**config.mk**
```make
export PLATFORM = sky130hd
export DESIGN_NAME = uart_rx_fifo
export DESIGN_NICKNAME = d
export VERILOG_FILES = /design/src/rtl/uart_rx_fifo.sv
export SDC_FILE = /design/constraint.sdc
export NUM_CORES = 1
export LEC_CHECK = 0
export CORE_ASPECT_RATIO = 0.7
export CORE_MARGIN = 2
export CORE_UTILIZATION = 40
export DETAILED_ROUTE_END_ITERATION = 10
export PLACE_DENSITY_LB_ADDON = 0.3
export SLEW_MARGIN = 20
export SYNTH_ARGS = -nofsm -noshare
export SYNTH_HDL_FRONTEND = slang
export SYNTH_SLANG_ARGS = --single-unit
```
**constraint.sdc**
```tcl
create_clock -name clk -period 6.1 [get_ports clk]
set_clock_uncertainty 0.15 [all_clocks]
set_input_delay 0.61 -clock clk [delete_from_list [all_inputs] [get_ports clk]]
set_output_delay 0.61 -clock clk [all_outputs]
set_load 0.05 [all_outputs]
```
**src/rtl/uart_rx_fifo.sv**
```systemverilog
// Oversampling 8N1 UART receiver feeding a first-word-fall-through byte FIFO (valid/ready head).
// Optional macro UART_RX_MAJORITY_EN: 2-of-3 majority vote around each bit centre instead of one sample.
module uart_rx_fifo #(
  parameter int unsigned CLOCK_FREQ = 100_000_000,
  parameter int unsigned BAUD_RATE  = 115_200,
  parameter int unsigned OVERSAMPLE = 16,
  parameter int unsigned FIFO_DEPTH = 4
) (
  input  logic                        clk,
  input  logic                        rst_n,
  input  logic                        rx_serial,
  output logic                        rx_valid,
  input  logic                        rx_ready,
  output logic [7:0]                  rx_data,
  output logic                        frame_err,
  output logic                        overrun,
  output logic [$clog2(FIFO_DEPTH):0] fifo_cnt
);

  localparam int unsigned TICK_RATE = BAUD_RATE * OVERSAMPLE;
  localparam int unsigned DIV       = (CLOCK_FREQ + TICK_RATE / 2) / TICK_RATE;
  localparam int unsigned TW        = (DIV > 1) ? $clog2(DIV) : 1;
  localparam int unsigned SW        = $clog2(OVERSAMPLE);
  localparam int unsigned AW        = $clog2(FIFO_DEPTH);
  localparam int unsigned CW        = AW + 1;
`ifdef UART_RX_MAJORITY_EN
  localparam int unsigned START_LAST = OVERSAMPLE / 2;
`else
  localparam int unsigned START_LAST = OVERSAMPLE / 2 - 1;
`endif

  if (FIFO_DEPTH < 2 || (FIFO_DEPTH & (FIFO_DEPTH - 1)) != 0) begin : g_depth_check
    $error("uart_rx_fifo: FIFO_DEPTH (%0d) must be a power of two >= 2", FIFO_DEPTH);
  end
  if (OVERSAMPLE < 8 || (OVERSAMPLE % 2) != 0) begin : g_os_check
    $error("uart_rx_fifo: OVERSAMPLE (%0d) must be even and >= 8", OVERSAMPLE);
  end
  if (DIV < 2) begin : g_div_check
    $error("uart_rx_fifo: clock too slow for BAUD_RATE*OVERSAMPLE");
  end

  typedef enum logic [2:0] {IDLE, START, DATA, STOP, BREAK} state_t;

  // Input synchronizer plus one extra stage for falling-edge detection.
  logic sync1_reg, rxs, rxs_prev, rx_fall;

  always_ff @(posedge clk or negedge rst_n) begin
    if (!rst_n) begin
      sync1_reg <= 1'b1;
      rxs       <= 1'b1;
      rxs_prev  <= 1'b1;
    end else begin
      sync1_reg <= rx_serial;
      rxs       <= sync1_reg;
      rxs_prev  <= rxs;
    end
  end

  assign rx_fall = rxs_prev & ~rxs;

  logic [TW-1:0] tick_cnt_reg;
  logic          tick, tick_clr;

  assign tick = (tick_cnt_reg == TW'(DIV - 1));

  always_ff @(posedge clk or negedge rst_n) begin
    if (!rst_n)                tick_cnt_reg <= '0;
    else if (tick_clr || tick) tick_cnt_reg <= '0;
    else                       tick_cnt_reg <= tick_cnt_reg + TW'(1);
  end

  state_t        state_reg, state_next;
  logic [SW-1:0] samp_reg, samp_next, last;
  logic [2:0]    idx_reg, idx_next;
  logic [7:0]    shift_reg, shift_next;
  logic          push_reg, push_next, ferr_next, bit_val;
`ifdef UART_RX_MAJORITY_EN
  logic [1:0]    vote_reg, vote_next;
`endif

  always_ff @(posedge clk or negedge rst_n) begin
    if (!rst_n) begin
      state_reg <= IDLE;
      samp_reg  <= '0;
      idx_reg   <= '0;
      shift_reg <= '0;
      push_reg  <= 1'b0;
      frame_err <= 1'b0;
`ifdef UART_RX_MAJORITY_EN
      vote_reg  <= '0;
`endif
    end else begin
      state_reg <= state_next;
      samp_reg  <= samp_next;
      idx_reg   <= idx_next;
      shift_reg <= shift_next;
      push_reg  <= push_next;
      frame_err <= ferr_next;
`ifdef UART_RX_MAJORITY_EN
      vote_reg  <= vote_next;
`endif
    end
  end

  always_comb begin
    state_next = state_reg;
    samp_next  = samp_reg;
    idx_next   = idx_reg;
    shift_next = shift_reg;
    push_next  = 1'b0;
    ferr_next  = 1'b0;
    tick_clr   = 1'b0;
    // The start bit is decided half a bit in; every later bit a full bit after the previous decision.
    last       = (state_reg == START) ? SW'(START_LAST) : SW'(OVERSAMPLE - 1);
`ifdef UART_RX_MAJORITY_EN
    vote_next = vote_reg;
    if (tick && (state_reg inside {START, DATA, STOP})) begin
      if (samp_reg == last - SW'(2)) vote_next[0] = rxs;
      if (samp_reg == last - SW'(1)) vote_next[1] = rxs;
    end
    bit_val = (vote_reg[0] & vote_reg[1]) | (rxs & (vote_reg[0] | vote_reg[1]));
`else
    bit_val = rxs;
`endif

    if (tick && (state_reg inside {START, DATA, STOP}))
      samp_next = (samp_reg == last) ? '0 : samp_reg + SW'(1);

    case (state_reg)
      IDLE: begin
        if (rx_fall) begin
          state_next = START;
          samp_next  = '0;
          tick_clr   = 1'b1;
        end
      end
      START: begin
        if (tick && samp_reg == last) begin
          state_next = bit_val ? IDLE : DATA;
          idx_next   = '0;
        end
      end
      DATA: begin
        if (tick && samp_reg == last) begin
          shift_next[idx_reg] = bit_val;
          if (idx_reg == 3'd7) state_next = STOP;
          else                 idx_next   = idx_reg + 3'd1;
        end
      end
      STOP: begin
        if (tick && samp_reg == last) begin
          if (bit_val) begin
            push_next  = 1'b1;
            state_next = IDLE;
          end else begin
            ferr_next  = 1'b1;
            state_next = BREAK;
          end
        end
      end
      BREAK: begin
        if (rxs) state_next = IDLE;
      end
      default: state_next = IDLE;
    endcase
  end

  // The push is applied one cycle after the stop decision so full/pop are judged at write time.
  logic [7:0]    mem [FIFO_DEPTH];
  logic [AW-1:0] wr_ptr_reg, rd_ptr_reg;
  logic [CW-1:0] cnt_reg;
  logic          pop, full, push_ok;

  assign full    = (cnt_reg == CW'(FIFO_DEPTH));
  assign pop     = (cnt_reg != '0) && rx_ready;
  assign push_ok = push_reg && (!full || pop);

  always_ff @(posedge clk) begin
    if (push_ok) mem[wr_ptr_reg] <= shift_reg;
  end

  always_ff @(posedge clk or negedge rst_n) begin
    if (!rst_n) begin
      wr_ptr_reg <= '0;
      rd_ptr_reg <= '0;
      cnt_reg    <= '0;
      overrun    <= 1'b0;
    end else begin
      overrun <= push_reg && full && !pop;
      if (push_ok) wr_ptr_reg <= wr_ptr_reg + AW'(1);
      if (pop)     rd_ptr_reg <= rd_ptr_reg + AW'(1);
      case ({push_ok, pop})
        2'b10:   cnt_reg <= cnt_reg + CW'(1);
        2'b01:   cnt_reg <= cnt_reg - CW'(1);
        default: cnt_reg <= cnt_reg;
      endcase
    end
  end

  assign rx_valid = (cnt_reg != '0);
  assign rx_data  = rx_valid ? mem[rd_ptr_reg] : 8'h00;
  assign fifo_cnt = cnt_reg;

endmodule

```
# After elaboration in Yosys (flattened, before gate mapping)
# Memory sizes are Yosys's and may differ from the RTL's.
# Cells that the tools add are included.
[totals]
memories = 1
wordCells = 96
regBits = 37
ramBits = 32
out_inout_bits = 14
[op_classes]
addsub = 7
n_eq_ne = 17
n_reduce_logical = 19
n_mux = 34
n_lt_le_gt_ge = 2
bitwise_logic = 2
[memory_table]
columns = ["memory", "depth", "width", "rd", "rd_clocked_by_memory_dff", "write_ports", "line_no", "source"]
rows = [
  ["mem", 4, 8, 1, 0, 1, "169", "logic [7:0] mem [FIFO_DEPTH];"],
]
[ops]
columns = ["operator", "count"]
rows = [
  ["$mux 3", 10],
  ["$mux 4", 5],
  ["$pmux 3 s5", 1],
  ["$pmux 3 s2", 2],
  ["$mux 1", 11],
  ["$eq 3x3->1 const B", 3],
  ["$bwmux 8", 1],
  ["$mux 8", 1],
  ["$ne 2x1->1 const B", 4],
  ["$logic_and 1x1->1", 7],
  ["$add 3x1->3 const B", 2],
  ["$add 6x1->6 const B", 1],
  ["$eq 3x2->1 const B", 2],
  ["$eq 6x6->1 const B", 1],
  ["$mux 6", 1],
  ["$ne 2x2->1 const B", 3],
  ["$reduce_and 6->1", 1],
  ["$reduce_bool 3->1", 2],
  ["$add 2x1->2 const B", 2],
  ["$add 4x1->4 const B", 1],
  ["$eq 4x4->1", 1],
  ["$lt 3x4->1 const B", 1],
  ["$reduce_and 4->1", 1],
  ["$reduce_bool 2->1", 2],
  ["other kinds (13)", 15],
]

# Depth between registers and ports, before layout
[logic_depth]
word_depth = 7
depth_mapped = 10

# Worst setup path before layout
# Ideal clock, no wire load.
[synth_timing]
path_type = "register to register"
startpoint = "reg cnt_reg[0] (netlist: fifo_cnt[0])"
endpoint = "reg cnt_reg[2] (netlist: fifo_cnt[2])"
setup_slack_ns = 3.221
synth_period_minus_slack_ns = 2.879
arrival_time_ns = 2.647
required_ns = 5.868
n_path_buf = 1
path_stages_with_launch = 10
path_cell_list = "dfrtp_1 or3_1 clkbuf_1 and2_1 ha_1 inv_1 fa_1 xor2_1 nor2_1 xor2_1"
[synth_via]
elab_chain_cells = 6
[synth_rtl]
columns = ["element", "line_no", "source"]
rows = [
  ["from (decl)", "171", "logic [CW-1:0] cnt_reg;"],
  ["from (signal assigned)", "193", "2'b10: cnt_reg <= cnt_reg + CW'(1);"],
  ["from (signal assigned)", "194", "2'b01: cnt_reg <= cnt_reg - CW'(1);"],
  ["from (signal assigned)", "195", "default: cnt_reg <= cnt_reg;"],
  ["$reduce_bool 3->1 *", "--", ""],
  ["named net rx_valid", "12", "output logic rx_valid,"],
  ["$logic_and 1x1->1 *", "175", "assign pop = (cnt_reg != '0) && rx_ready;"],
  ["$logic_or 1x1->1", "176", "assign push_ok = push_reg && (!full || pop);"],
  ["$logic_and 1x1->1", "176", ""],
  ["$eq 2x1->1 or $eq 2x2->1 (tied branches)", "192", "case ({push_ok, pop})"],
  ["$pmux 3 s2 or $reduce_bool 2->1 (tied branches)", "--", ""],
]
# Mark *: on every way through the listed nets, which the timed path passes. The rest lies on a longest branch.
# A chain may end at the register's enable or synchronous reset.

# Worst setup path after layout
[layout_timing]
startpoint = "reg rd_ptr_reg[0]"
endpoint = "out rx_data[4]"
[layout_via]
elab_chain_cells = 2
[layout_rtl]
columns = ["element", "line_no", "source"]
rows = [
  ["from (decl)", "170", "logic [AW-1:0] wr_ptr_reg, rd_ptr_reg;"],
  ["from (signal assigned)", "191", "if (pop) rd_ptr_reg <= rd_ptr_reg + AW'(1);"],
  ["$mem_v2 4x8", "--", ""],
  ["$mux 8", "201", "assign rx_data = rx_valid ? mem[rd_ptr_reg] : 8'h00;"],
  ["to (decl)", "14", "output logic [7:0] rx_data,"],
]
# Every way passes these cells.

==> results.md <==
* Number of cell rows at 27
* Sequential area share after synthesis at 0.5891
* DRC Markers at 0
* Instance area at placement at 0.003426 mm^2
* Unrepaired setup endpoints after global routing: no
* Post-CTS setup-driven buffer insertion count at 0
* Post-synthesis register bit count at 69
* Critical path launch point type: flop
* Die width at 111.1 um
* Synth top cells by count: 34 x sky130_fd_sc_hd__dfrtp_1, 32 x sky130_fd_sc_hd__edfxtp_1, 19 x sky130_fd_sc_hd__nor2_1
* Final-layout worst hold slack at 206.3 ps
* Remaining number of nets flagged by the antenna check after routing at 0
* Critical path endpoint category: output port
* Final setup margin at 2914 ps
* Classification of the worst setup path: reg -> out
* Die Footprint at 0.008767 mm^2
* Reported max-cap violation count at 0
* Pin count of the biggest net entering global routing at 38
* Vias at 1810
* Worst VDD drop at 0.0001894 V
* Total of warnings raised by yosys at 0
* Core Box Area at 0.007838 mm^2
* Gpl congestion at 0.7458
* Cell taking the most area after synthesis: sky130_fd_sc_hd__edfxtp_1
* Global-route wire length before repair at 8.776 mm
* Clk_lat worst skew at 330 ps
* Total of hold buffers inserted after clock tree synthesis at 0
* EDFF count, synth at 32
* Clock tree from TritonCTS: done
* H-tree depth reported by CTS at 3
* Fin Setup TNS at 0 ps
* Share of synthesized registers carrying an async set or reset at 0.5362
* Power density cells at 356.7 mW/mm^2
* Starting Density at 0.4095
* Distinct cell type count of the synthesized netlist at 50
* Normalized max-slew margin at 0.4353
* Avg WL per Cell at 14.22 um
* Number of cells upsized or downsized after cts at 0
* Cell types occupying the most area after synthesis: sky130_fd_sc_hd__edfxtp_1 30%, sky130_fd_sc_hd__dfrtp_1 27%, sky130_fd_sc_hd__mux4_2 5.6%
* Clock-pin slew on the worst setup and hold paths at 50 ps
* Class of the worst hold path: reg -> reg
* GRT Util Overall at 0.1328
* Buffers added on ports at 17
* Chip height at 78.94 um
* Final Setup Violations at 0
* Maximum buffer depth of the clock tree at 2
* Fmax at 313.8 MHz
* Largest register FFs at 32
* Non-filler instance count after layout at 362
* Synthesized instance count at 240
* Dpl hpwl at 3.493 mm
* Final routed wirelength across all metal layers at 5.149 mm
* Area share of the largest cell type after synthesis at 0.2994
* Final worst-path cycle share at 0.5224
* Slew @ Worst Pin at 847.0 ps
* Mean area per synthesized cell at 13.37 um^2
* Area of all placed cells without fillers at 0.003711 mm^2
* Cells after DPL at 346
* Post-layout min period at 3186 ps
* Net Count, Synth at 255
* Initial antenna violation count at 0
* Gr ovfl total at 0
* Lkg Pwr at 1.540 nW
* Number of endpoints with negative hold slack in the final report at 0
* Layout overhead on the synthesized area at 15.63%
* Arrival time reported for the critical path endpoint at 2430 ps
* Top flip-flop cell by instance count after synthesis: sky130_fd_sc_hd__dfrtp_1
* Maximum fanout count along the critical path at 10
* Share of post-route cells with drive strength above 1 at 0.1264
* Routed vias/inst at 5.000
* Count of pins over their slew limit at 0
* Total clock buffers created by CTS at 9
* Final net count at 271
* Inserted Diodes at 0
* Detailed-router iteration count before antenna repair at 4
* DP Worst Slack at 3098 ps
* Cell area after technology mapping at 0.003209 mm^2
* Vias in the first global route at 1699
* Outcome: completed
* WP data required at 5340 ps
* Clk root buf: sky130_fd_sc_hd__clkbuf_16
* CTS sink count at 69
* Most frequently used cell type in the post-synthesis netlist: sky130_fd_sc_hd__dfrtp_1
* Iter 0 DRT Violations at 91
* Top-level I/O count at 18
-- report_power, final --
| part | internal, mW | switching (mW) | total (mW) |
|---|---|---|---|
| Clock | 0.313 | 0.184 | 0.497 |
| Sequential | 0.527 | 0.0779 | 0.605 |
| Combinational | 0.105 | 0.117 | 0.222 |
-- metrics by stage --
step | utilization | power [mW]
6_report | 0.4735 | 1.324
5_1_grt | 0.4735 | 1.395
4_1_cts | 0.4735 | 1.342
3_5_place_dp | 0.4371 | 0.8385
3_3_place_gp | 0.4371 | 0.8305
2_1_floorplan | - | 0.7829
-- worst paths after layout --
check | depth (start not counted) | endpoint | from | slack, ps
worst min register to register | 0 | bit_val | sync1_reg | 210
worst max-delay path | 3 | rx_data[4] | rd_ptr_reg[0] | 2910
min in group asynchronous | 1 | tick_cnt_reg[0] | rst_n | 230
worst max register to register | 9 | fifo_cnt[2] | fifo_cnt[0] | 3720
max in group asynchronous | 1 | shift_reg[3] | rst_n | 5030
worst min-delay path | 0 | bit_val | sync1_reg | 210
-- layout make-up --
cell class | instances | area, um^2
fillers | 700 | 4126
flip-flops and latches | 69 | 1891
multi-input cells | 149 | 1206
clock buffers | 11 | 232.7
repair buffers | 17 | 165.2
well taps | 101 | 126.4
clock inverters | 5 | 52.55
inverters | 10 | 37.54
-- logic make-up (layout without fill, tap and decap cells) --
kind of cell | after synthesis | count (layout) | synth area share
flops | 69 | 69 | 0.5891
xor+xnor | 13 | 13 | 0.03548
fa+ha+maj | 11 | 11 | 0.04522
mux | 19 | 19 | 0.09357
simple gates | 84 | 84 | 0.1583
buf+inv | 22 | 43 | 0.03509
compound gates | 22 | 22 | 0.04327
-- placed cells by master (no fill, tap or decap), types with 5 or more instances in the layout --
master / count
sky130_fd_sc_hd__nand2_1: 13
sky130_fd_sc_hd__nor2_1: 19
sky130_fd_sc_hd__clkdlybuf4s50_1: 16
sky130_fd_sc_hd__xor2_1: 5
sky130_fd_sc_hd__dfrtp_1: 34
sky130_fd_sc_hd__mux4_2: 8
sky130_fd_sc_hd__clkbuf_16: 9
sky130_fd_sc_hd__o21ai_0: 7
sky130_fd_sc_hd__ha_1: 10
sky130_fd_sc_hd__and2_1: 14
sky130_fd_sc_hd__nand4_1: 7
sky130_fd_sc_hd__inv_1: 9
sky130_fd_sc_hd__mux2_1: 8
sky130_fd_sc_hd__edfxtp_1: 32
sky130_fd_sc_hd__xnor2_1: 8
-- metal layers --
| layer | vias to the layer above | GRT usage | routed length (um) |
|---|---|---|---|
| li1 | 896 | - | - |
| met1 | 870 | 0.1856 | 2643 |
| met2 | 33 | 0.1822 | 2152 |
| met3 | 11 | 0.05115 | 249 |
| met4 | 0 | 0.06296 | 104 |
| met5 | - | 0 | 0 |
-- critical path, cell delays in order, from the launching register on --
cell and delay, ps:
sky130_fd_sc_hd__dfrtp_1 670, sky130_fd_sc_hd__mux4_2 570, sky130_fd_sc_hd__and2_1 160, sky130_fd_sc_hd__clkdlybuf4s50_1 690
No activity file was read; power rests on OpenSTA's default activity.
